$ cat src/rtl/bp_update_sched.sv
// Write-port scheduler for the branch history / target table: an in-order
// update FIFO fed by the FU lanes, drained one entry per cycle, plus an init sweep FSM.
module bp_update_sched #(
    parameter int NUM_SUPER = 2,
    parameter int IDX_BITS  = 4,
    parameter int DEPTH     = 8,
    localparam int PTR_W    = $clog2(DEPTH),
    localparam int CNT_W    = $clog2(DEPTH) + 1
) (
    input  logic                   clock,
    input  logic                   reset,
    input  logic                   clear_req,
    input  logic [NUM_SUPER-1:0]    fu_valid,
    input  logic [NUM_SUPER*64-1:0] fu_pc,
    input  logic [NUM_SUPER-1:0]    fu_taken,
    input  logic [NUM_SUPER*64-1:0] fu_target,
    input  logic [NUM_SUPER-1:0]    fu_mispredict,
    output logic                   fu_ready,
    input  logic                   tbl_ready,
    output logic                   tbl_wr_en,
    output logic [IDX_BITS-1:0]    tbl_wr_idx,
    output logic                   tbl_wr_init,
    output logic                   tbl_wr_taken,
    output logic                   tbl_wr_btb_en,
    output logic [63:0]            tbl_wr_target,
    output logic                   init_done,
    output logic [CNT_W-1:0]       count,
    output logic [1:0]             fsm_state
);

    localparam logic [1:0] INIT       = 2'd0;
    localparam logic [1:0] RUN        = 2'd1;
    localparam logic [1:0] CLEAR_WAIT = 2'd2;

    localparam logic [IDX_BITS-1:0] SWEEP_LAST = {IDX_BITS{1'b1}};

    // Handshake: an FU lane is accepted at a rising edge when fu_valid[i] and
    // fu_ready are both high (minus squashed lanes); a table write happens in
    // any cycle where tbl_wr_en is high, and tbl_wr_en never rises without tbl_ready.

    logic [1:0]          state;
    logic [IDX_BITS-1:0] sweep_idx;
    logic [PTR_W-1:0]    head;
    logic [PTR_W-1:0]    tail;

    logic [IDX_BITS-1:0] q_idx    [DEPTH];
    logic                q_taken  [DEPTH];
    logic [63:0]         q_target [DEPTH];

    logic                lane_keep [NUM_SUPER];
    logic [PTR_W-1:0]    lane_slot [NUM_SUPER];
    logic [CNT_W-1:0]    enq_n;
    logic                squash;
    logic                deq;
    logic [CNT_W-1:0]    free_slots;
    logic                pc_unused;

    assign fsm_state  = state;
    assign free_slots = CNT_W'(DEPTH) - count;
    assign fu_ready   = reset && (state == RUN) && (free_slots >= CNT_W'(NUM_SUPER));
    assign deq        = ((state == RUN) || (state == CLEAR_WAIT)) && (count != '0) && tbl_ready;
    assign pc_unused  = ^fu_pc;

    // Accepted lanes are packed contiguously after the tail; a mispredicting
    // lane kills every younger lane in the same cycle.
    always_comb begin
        squash = 1'b0;
        enq_n  = '0;
        for (int i = 0; i < NUM_SUPER; i++) begin
            lane_keep[i] = 1'b0;
            lane_slot[i] = '0;
            if (fu_ready && fu_valid[i] && !squash) begin
                lane_keep[i] = 1'b1;
                lane_slot[i] = tail + enq_n[PTR_W-1:0];
                enq_n        = enq_n + CNT_W'(1);
                if (fu_mispredict[i]) begin
                    squash = 1'b1;
                end
            end
        end
    end

    always_ff @(posedge clock) begin
        for (int i = 0; i < NUM_SUPER; i++) begin
            if (lane_keep[i]) begin
                q_idx[lane_slot[i]]    <= fu_pc[i*64+2 +: IDX_BITS];
                q_taken[lane_slot[i]]  <= fu_taken[i];
                q_target[lane_slot[i]] <= fu_target[i*64 +: 64];
            end
        end
    end

    always_ff @(posedge clock) begin
        if (!reset) begin
            state     <= INIT;
            sweep_idx <= '0;
            head      <= '0;
            tail      <= '0;
            count     <= '0;
            init_done <= 1'b0;
        end else begin
            head  <= head + PTR_W'(deq);
            tail  <= tail + enq_n[PTR_W-1:0];
            count <= count + enq_n - CNT_W'(deq);
            case (state)
                INIT: begin
                    if (tbl_ready) begin
                        sweep_idx <= sweep_idx + 1'b1;
                        if (sweep_idx == SWEEP_LAST) begin
                            state     <= RUN;
                            init_done <= 1'b1;
                        end
                    end
                end
                RUN: begin
                    if (clear_req) begin
                        state <= CLEAR_WAIT;
                    end
                end
                CLEAR_WAIT: begin
                    // Pending updates land before the sweep wipes the table.
                    if (count == '0) begin
                        state     <= INIT;
                        sweep_idx <= '0;
                        init_done <= 1'b0;
                    end
                end
                default: begin
                    state <= INIT;
                end
            endcase
        end
    end

    always_comb begin
        tbl_wr_en     = 1'b0;
        tbl_wr_idx    = '0;
        tbl_wr_init   = 1'b0;
        tbl_wr_taken  = 1'b0;
        tbl_wr_btb_en = 1'b0;
        tbl_wr_target = '0;
        if (reset) begin
            if (state == INIT) begin
                tbl_wr_en   = tbl_ready;
                tbl_wr_init = 1'b1;
                tbl_wr_idx  = sweep_idx;
            end else if (deq) begin
                tbl_wr_en     = 1'b1;
                tbl_wr_idx    = q_idx[head];
                tbl_wr_taken  = q_taken[head];
                tbl_wr_btb_en = q_taken[head];
                tbl_wr_target = q_target[head];
            end
        end
    end

endmodule

$ cat config.mk
export PLATFORM = sky130hd
export DESIGN_NAME = bp_update_sched
export DESIGN_NICKNAME = d
export VERILOG_FILES = /design/src/rtl/bp_update_sched.sv
export SDC_FILE = /design/constraint.sdc
export NUM_CORES = 1
export LEC_CHECK = 0
export BUFFER_PORTS_ARGS = -buffer_cell sky130_fd_sc_hd__buf_2
export CAP_MARGIN = 20
export CORE_ASPECT_RATIO = 0.75
export CORE_UTILIZATION = 40
export DETAILED_ROUTE_END_ITERATION = 8
export GPL_ROUTABILITY_DRIVEN = 0
export PLACE_DENSITY = 0.62
export SYNTH_ARGS = -nofsm -noshare
export SYNTH_HDL_FRONTEND = slang
export SYNTH_SLANG_ARGS = --single-unit
$ cat constraint.sdc
create_clock -name clock -period 20.2 [get_ports clock]
set_input_delay 3.03 -clock clock [delete_from_list [all_inputs] [get_ports clock]]
set_output_delay 3.03 -clock clock [all_outputs]
set_load 0.005 [all_outputs]
======== Yosys cells after proc, flatten, opt, wreduce, memory -nomap -nowiden ========
Memory sizes are Yosys's and may differ from the RTL's. A register that Yosys moved wholly into a read port is not among the register bits.
Index checks and enable logic that the tools add are counted.
word-level totals
  register bits ........................... 17
  latch bits .............................. 0
  RAM bits ................................ 552
  bits in read-only memories .............. 0
  bits of input ports ..................... 266
  output and inout port bits .............. 80
  logic and storage cells ................. 82
  memories kept ........................... 3
memories
  name      depth  bits a word  rd ports  clocked after Yosys merged registers in  wr ports  RTL line  RTL
  q_target  8      64           1         1                                        2         48        logic [63:0] q_target [DEPTH];
  q_idx     8      4            1         1                                        2         46        logic [IDX_BITS-1:0] q_idx [DEPTH];
  q_taken   8      1            1         1                                        2         47        logic q_taken [DEPTH];
operators by class
  $add $sub $neg .......................... 8
  multipliers ............................. 0
  divide/modulo/power cells ............... 0
  $lt $le $gt $ge ......................... 1
  equal/unequal tests ..................... 7
  shifts and indexed selects .............. 0
  multiplexer cells ....................... 41
  bitwise logic cells ..................... 0
  reductions and logical operators ........ 16
operators with widths
  cell                 number
  $mux 64              3
  $mux 4               6
  $mux 1               20
  $mux 3               5
  $add 4x1->4 const B  2
  $mux 2               4
  $pmux 4 s2           1
  $reduce_and 4->1     2
  $logic_and 1x1->1    7
  $add 3x3->3          2
  $ne 2x2->1 const B   3
  $pmux 2 s3           1
  $add 4x4->4          1
  $eq 4x4->1 const B   1
  $ge 4x2->1 const B   1
  $logic_not 4->1      1
  $reduce_bool 4->1    1
  $sub 4x1->4          1
  $sub 4x4->4 const A  1
  $add 3x1->3          1
  $reduce_and 3->1     1
  $eq 2x1->1 const B   1
  $eq 2x2->1 const B   1
  $logic_not 2->1      1
  5 further kinds      5

======== Logic depth before layout (Yosys ltp) ========
  depth after elaboration ................. 10
  depth in mapped cells ................... 16
  mapped depth without buffers ............ 15

======== Worst setup path after synthesis ========
OpenSTA, ideal clock, no wires.
  path type ............................... input-to-reg
  from .................................... input port reset
  to ...................................... memory q_idx[0][0] (enable)
  arrival ................................. 10.870 ns
  required time ........................... 19.515 ns
  path slack .............................. 8.646 ns
  stages .................................. 6
  path buffers ............................ 1
  path through ............................ nand2_1 -> a21o_1 -> clkbuf_1 -> nor2_1 -> ha_1 -> o41ai_1
RTL lines
  what             RTL line  RTL
  start, declared  11        input logic reset,
  end, declared    46

======== Worst setup path in the final report ========
  from .................................... input port tbl_ready
  to ...................................... output port tbl_wr_target[4]
on the way
  longest elaborated chain between the ends .. 4
RTL lines
  what               RTL line  RTL
  start, declared    19        input logic tbl_ready,
  $logic_and 1x1->1  61        assign deq = ((state == RUN) || (state == CLEAR_WAIT)) && (count != '0) && tbl_ready;
  $mux 64            147       end else if (deq) begin
  $mux 64            143       if (state == INIT) begin
  $mux 64            142       if (reset) begin
  end, declared      25        output logic [63:0] tbl_wr_target,
No other way between the ends.

==> metrics.md <==
| Metric | Value |
|---|---|
| Status | `completed` |
| Final instance area | `0.0333 mm^2` |
| Worst Hold Depth | `2` |
| Synth top area cells | `edfxtp_1 57%, mux2_2 19%, mux4_2 10%, mux2_4 3.6%, mux2i_1 2.3%` |
| H-tree levels | `2` |
| Die boundary width | `314 um` |
| Post-synthesis mux area share | `35.1%` |
| Hold Crit Start | `init_done$_SDFFE_PN0P_` |
| Area after DPL | `0.0313 mm^2` |
| Max Slew Vio Count | `0` |
| Crit-path max cell delay | `0.81 ns` |
| CP Cell Sequence | `buf_2 > and3_1 > nand3b_1 > buf_4 > nor2_1 > buf_2` |
| Share of the synthesized area in the top cell type | `56.9%` |
| Syn Inst Count | `1666` |
| Hold endpoint | `init_done$_SDFFE_PN0P_` |
| Worst reg2reg path depth | `12` |
| Yosys warns | `0` |
| Residual DRC | `0` |
| Simple-gate share of the synthesized area | `2.08%` |
| Worst-path maximum fanout | `52` |
| Final #Nets | `2166` |
| Sum of buffers and inverters on the critical path | `3` |
| Final Hold Vio Count | `0` |
| Crit path launch type | `input pin` |
| Cell with the most instances after synthesis | `edfxtp_1` |
| Commonest cells in the synthesized netlist | `552 x edfxtp_1, 479 x mux2_2, 134 x mux4_2` |
| Area Growth Syn to Fin | `14.4%` |
| RSZ-0062 raised after global routing | `no` |
| Critical path's most frequent cell | `buf_2` |
| Setup violations, final | `0` |
| Crit path kind | `in -> out` |
| Max Buffers Root-to-Sink | `3` |
| DRT Pass-1 Iters | `5` |
| Minimum clock period | `8.03 ns` |
| Compound-gate portion of the synthesized area | `1.17%` |
| Clk_lat worst skew | `0.63 ns` |
| Crit end category | `primary output` |
| Initial antenna violation count | `19` |
| Pleak | `11.1 nW` |
| Hold bufs inserted after CTS | `0` |
| CP delay by family, top | `buffers and inverters` |
| Core Rows | `85` |
| FMAX | `124 MHz` |
| Core area | `0.0719 mm^2` |
| Sequential area share after synthesis | `58.0%` |
| Root buf cell | `clkbuf_16` |
| Max-slew headroom | `26.2%` |
| Main combinational cell family by area after synthesis | `multiplexers` |
| CP Depth | `6` |
| Layout Skew | `0.0203 ns` |
| Vias in the first global route | `17100` |
| CP arrival | `5.00 ns` |
| Initial Util | `40.5%` |
| Ratio of cells with drive above 1 in the final layout | `54.7%` |
| Max-cap viol count | `0` |
| TNS Setup | `0 ns` |
| First DRT Iteration DRCs | `1191` |
| Half-perimeter wire length after placement | `41.5 mm` |
| Synth cell types | `51` |
| Post-CTS resize count | `0` |
| Global-route wire length before repair | `113 mm` |
| Worst EP required | `17.17 ns` |
| Mean area per synthesized cell | `17.5 um^2` |
| Post-Synth Adder-Cell Area | `0.953%` |
| Measured slew at the worst slew-check pin | `1.11 ns` |
| Via Count | `16100` |
| Gr ovfl total | `0` |
| Fin crit share | `39.8%` |
| Final wirelength | `76.3 mm` |
| Vias per inst | `5.56` |
| Reg2reg end | `q_target[1][21]$_DFFE_PP_` |
| Synth Area in XOR/XNOR | `0.270%` |
| PD cells | `76.0 mW/mm^2` |
| Final core utilization | `46.4%` |
| Total power | `2.53 mW` |
| Die area | `0.0740 mm^2` |
| GRT Resource Usage Total | `20.6%` |
| PortBufs | `224` |
| Clk sink count | `569` |
| Worst slack at placement | `12.12 ns` |
| Pin count of the biggest net entering global routing | `53` |
| Dominant cell type by area after synthesis | `edfxtp_1` |
| CTS buffer count | `60` |
| Routed Antenna Nets | `0` |
| Reg2reg setup slack | `14.08 ns` |
| Post-route setup slack | `12.17 ns` |
| WL per Instance | `26.4 um` |
| Reg clk slew, reported paths | `0.06 ns` |
| #FFs+latches synth | `569` |
| Peak VDD IR | `0.0596 mV` |
| Post-CTS Setup Bufs | `0` |
| CTS tree | `built` |
| Slowest cell on the critical path | `buf_4` |
| Syn_nets | `1953` |
| Die height | `236 um` |
| Min-delay worst type | `reg -> reg` |
| Reg2reg start | `count[1]$_SDFF_PN0_` |
| Ports | `346` |
| EDFF count, synth | `552` |
| Cell Area, Synth | `0.0291 mm^2` |
| Asr flop ratio synth | `0%` |
| Fillers | `6292` |
| Synth Flop Type | `edfxtp_1` |
==> worst min-delay path, stage by stage (launching register included) <==
cell and delay (ns):
dfxtp_1 0.32, nand2_1 0.05, a21boi_0 0.06
==> layout by cell type, fill, tap and decap left out, types with 3 or more instances in the layout <==
cell        synthesis  final
clkbuf_16           0     61
o21ai_4             0      4
ha_1               19     19
buf_4              22     38
clkinvlp_4          0      5
nor2b_1             6      6
clkinv_2            0     11
inv_1              18     18
o22ai_1             3      3
mux2_2            479    479
edfxtp_1          552    552
dfxtp_1            17     14
nand2_1            14     14
a21boi_0            4      4
bufinv_16           0      9
nand4_1             5      5
diode_2             0      4
nand2b_1            3      3
xor2_1              4      4
clkinv_1            0     14
mux2_1             12     12
dfxtp_4             0      3
o211ai_4            0      3
and2_1             11     11
mux2_4             69     69
buf_2              40    224
nor2_1             77     77
o31ai_1             5      3
o21ai_0             7      5
mux2i_1            66     66
a211oi_1            3      3
xnor2_1             5      5
clkbuf_1           32     12
mux4_2            134    134
==> sequential cells by signal, summed over array words and instances (netlist names) <==
register,flops
q_target,512
q_taken,8
fsm_state,2
sweep_idx,4
init_done,1
head,3
q_idx,32
tail,3
count,4
==> where the power goes <==
| group | switching [mW] | internal [mW] |
|---|---|---|
| Clock | 0.472 | 0.666 |
| Combinational | 0.0451 | 0.0558 |
| Sequential | 0.000726 | 1.29 |
| Total | 0.518 | 2.02 |
==> worst max-delay path by stage <==
| stage | startpoint | to | slack, ns |
|---|---|---|---|
| finish | tbl_ready | tbl_wr_target[4] | 12.17 |
| global route | tbl_ready | tbl_wr_target[52] | 12.08 |
| CTS | tbl_ready | tbl_wr_target[4] | 12.11 |
| detailed placement | tbl_ready | tbl_wr_target[4] | 12.12 |
| global placement | tbl_ready | tbl_wr_target[4] | 11.40 |
| floorplan | reset | q_idx[0][0]$_DFFE_PP_ | 8.65 |
==> routing by layer <==
layer  global-route usage, %  wire, um  vias up  share of wire (%)
li1                        -         -     7147                  -
met1                    27.3     32200     8342                 42
met2                    35.0     37800      438                 50
met3                    4.44      5090      113                6.7
met4                    4.01      1080       28                1.4
met5                       0       164        -               0.21
==> through the flow <==
step / std cells / hold slack [ns]
after floorplan: 1666 / 0.468
after global placement: 2772 / 0.467
after detailed placement: 2774 / 0.477
after CTS: 2888 / 0.485
after global routing: 2888 / 0.529
final: 2892 / 0.483
==> cell families (layout without fill, tap and decap cells) <==
| kind of cell | after synthesis | count (layout) |
|---|---|---|
| muxes | 760 | 760 |
| DFF | 569 | 569 |
| and+or+nand+nor | 132 | 132 |
| buffers and inverters | 130 | 395 |
| AOI/OAI and AO/OA | 45 | 45 |
| adders and majority gates | 21 | 21 |
| xor gates and xnor gates | 9 | 9 |
| other | 0 | 4 |
==> area by class of cell <==
cell class,instances,area (um^2),share of cell area (%)
sequential,569,16900,50.8
inverter,18,67.6,0.203
antenna,4,10.0,0.0300
clock inverter,41,433,1.30
timing repair buffer,263,1420,4.26
multi-input combinational,967,11700,35.1
tap,957,1200,3.59
clock buffer,73,1570,4.71
(Power assumes the default switching activity.)
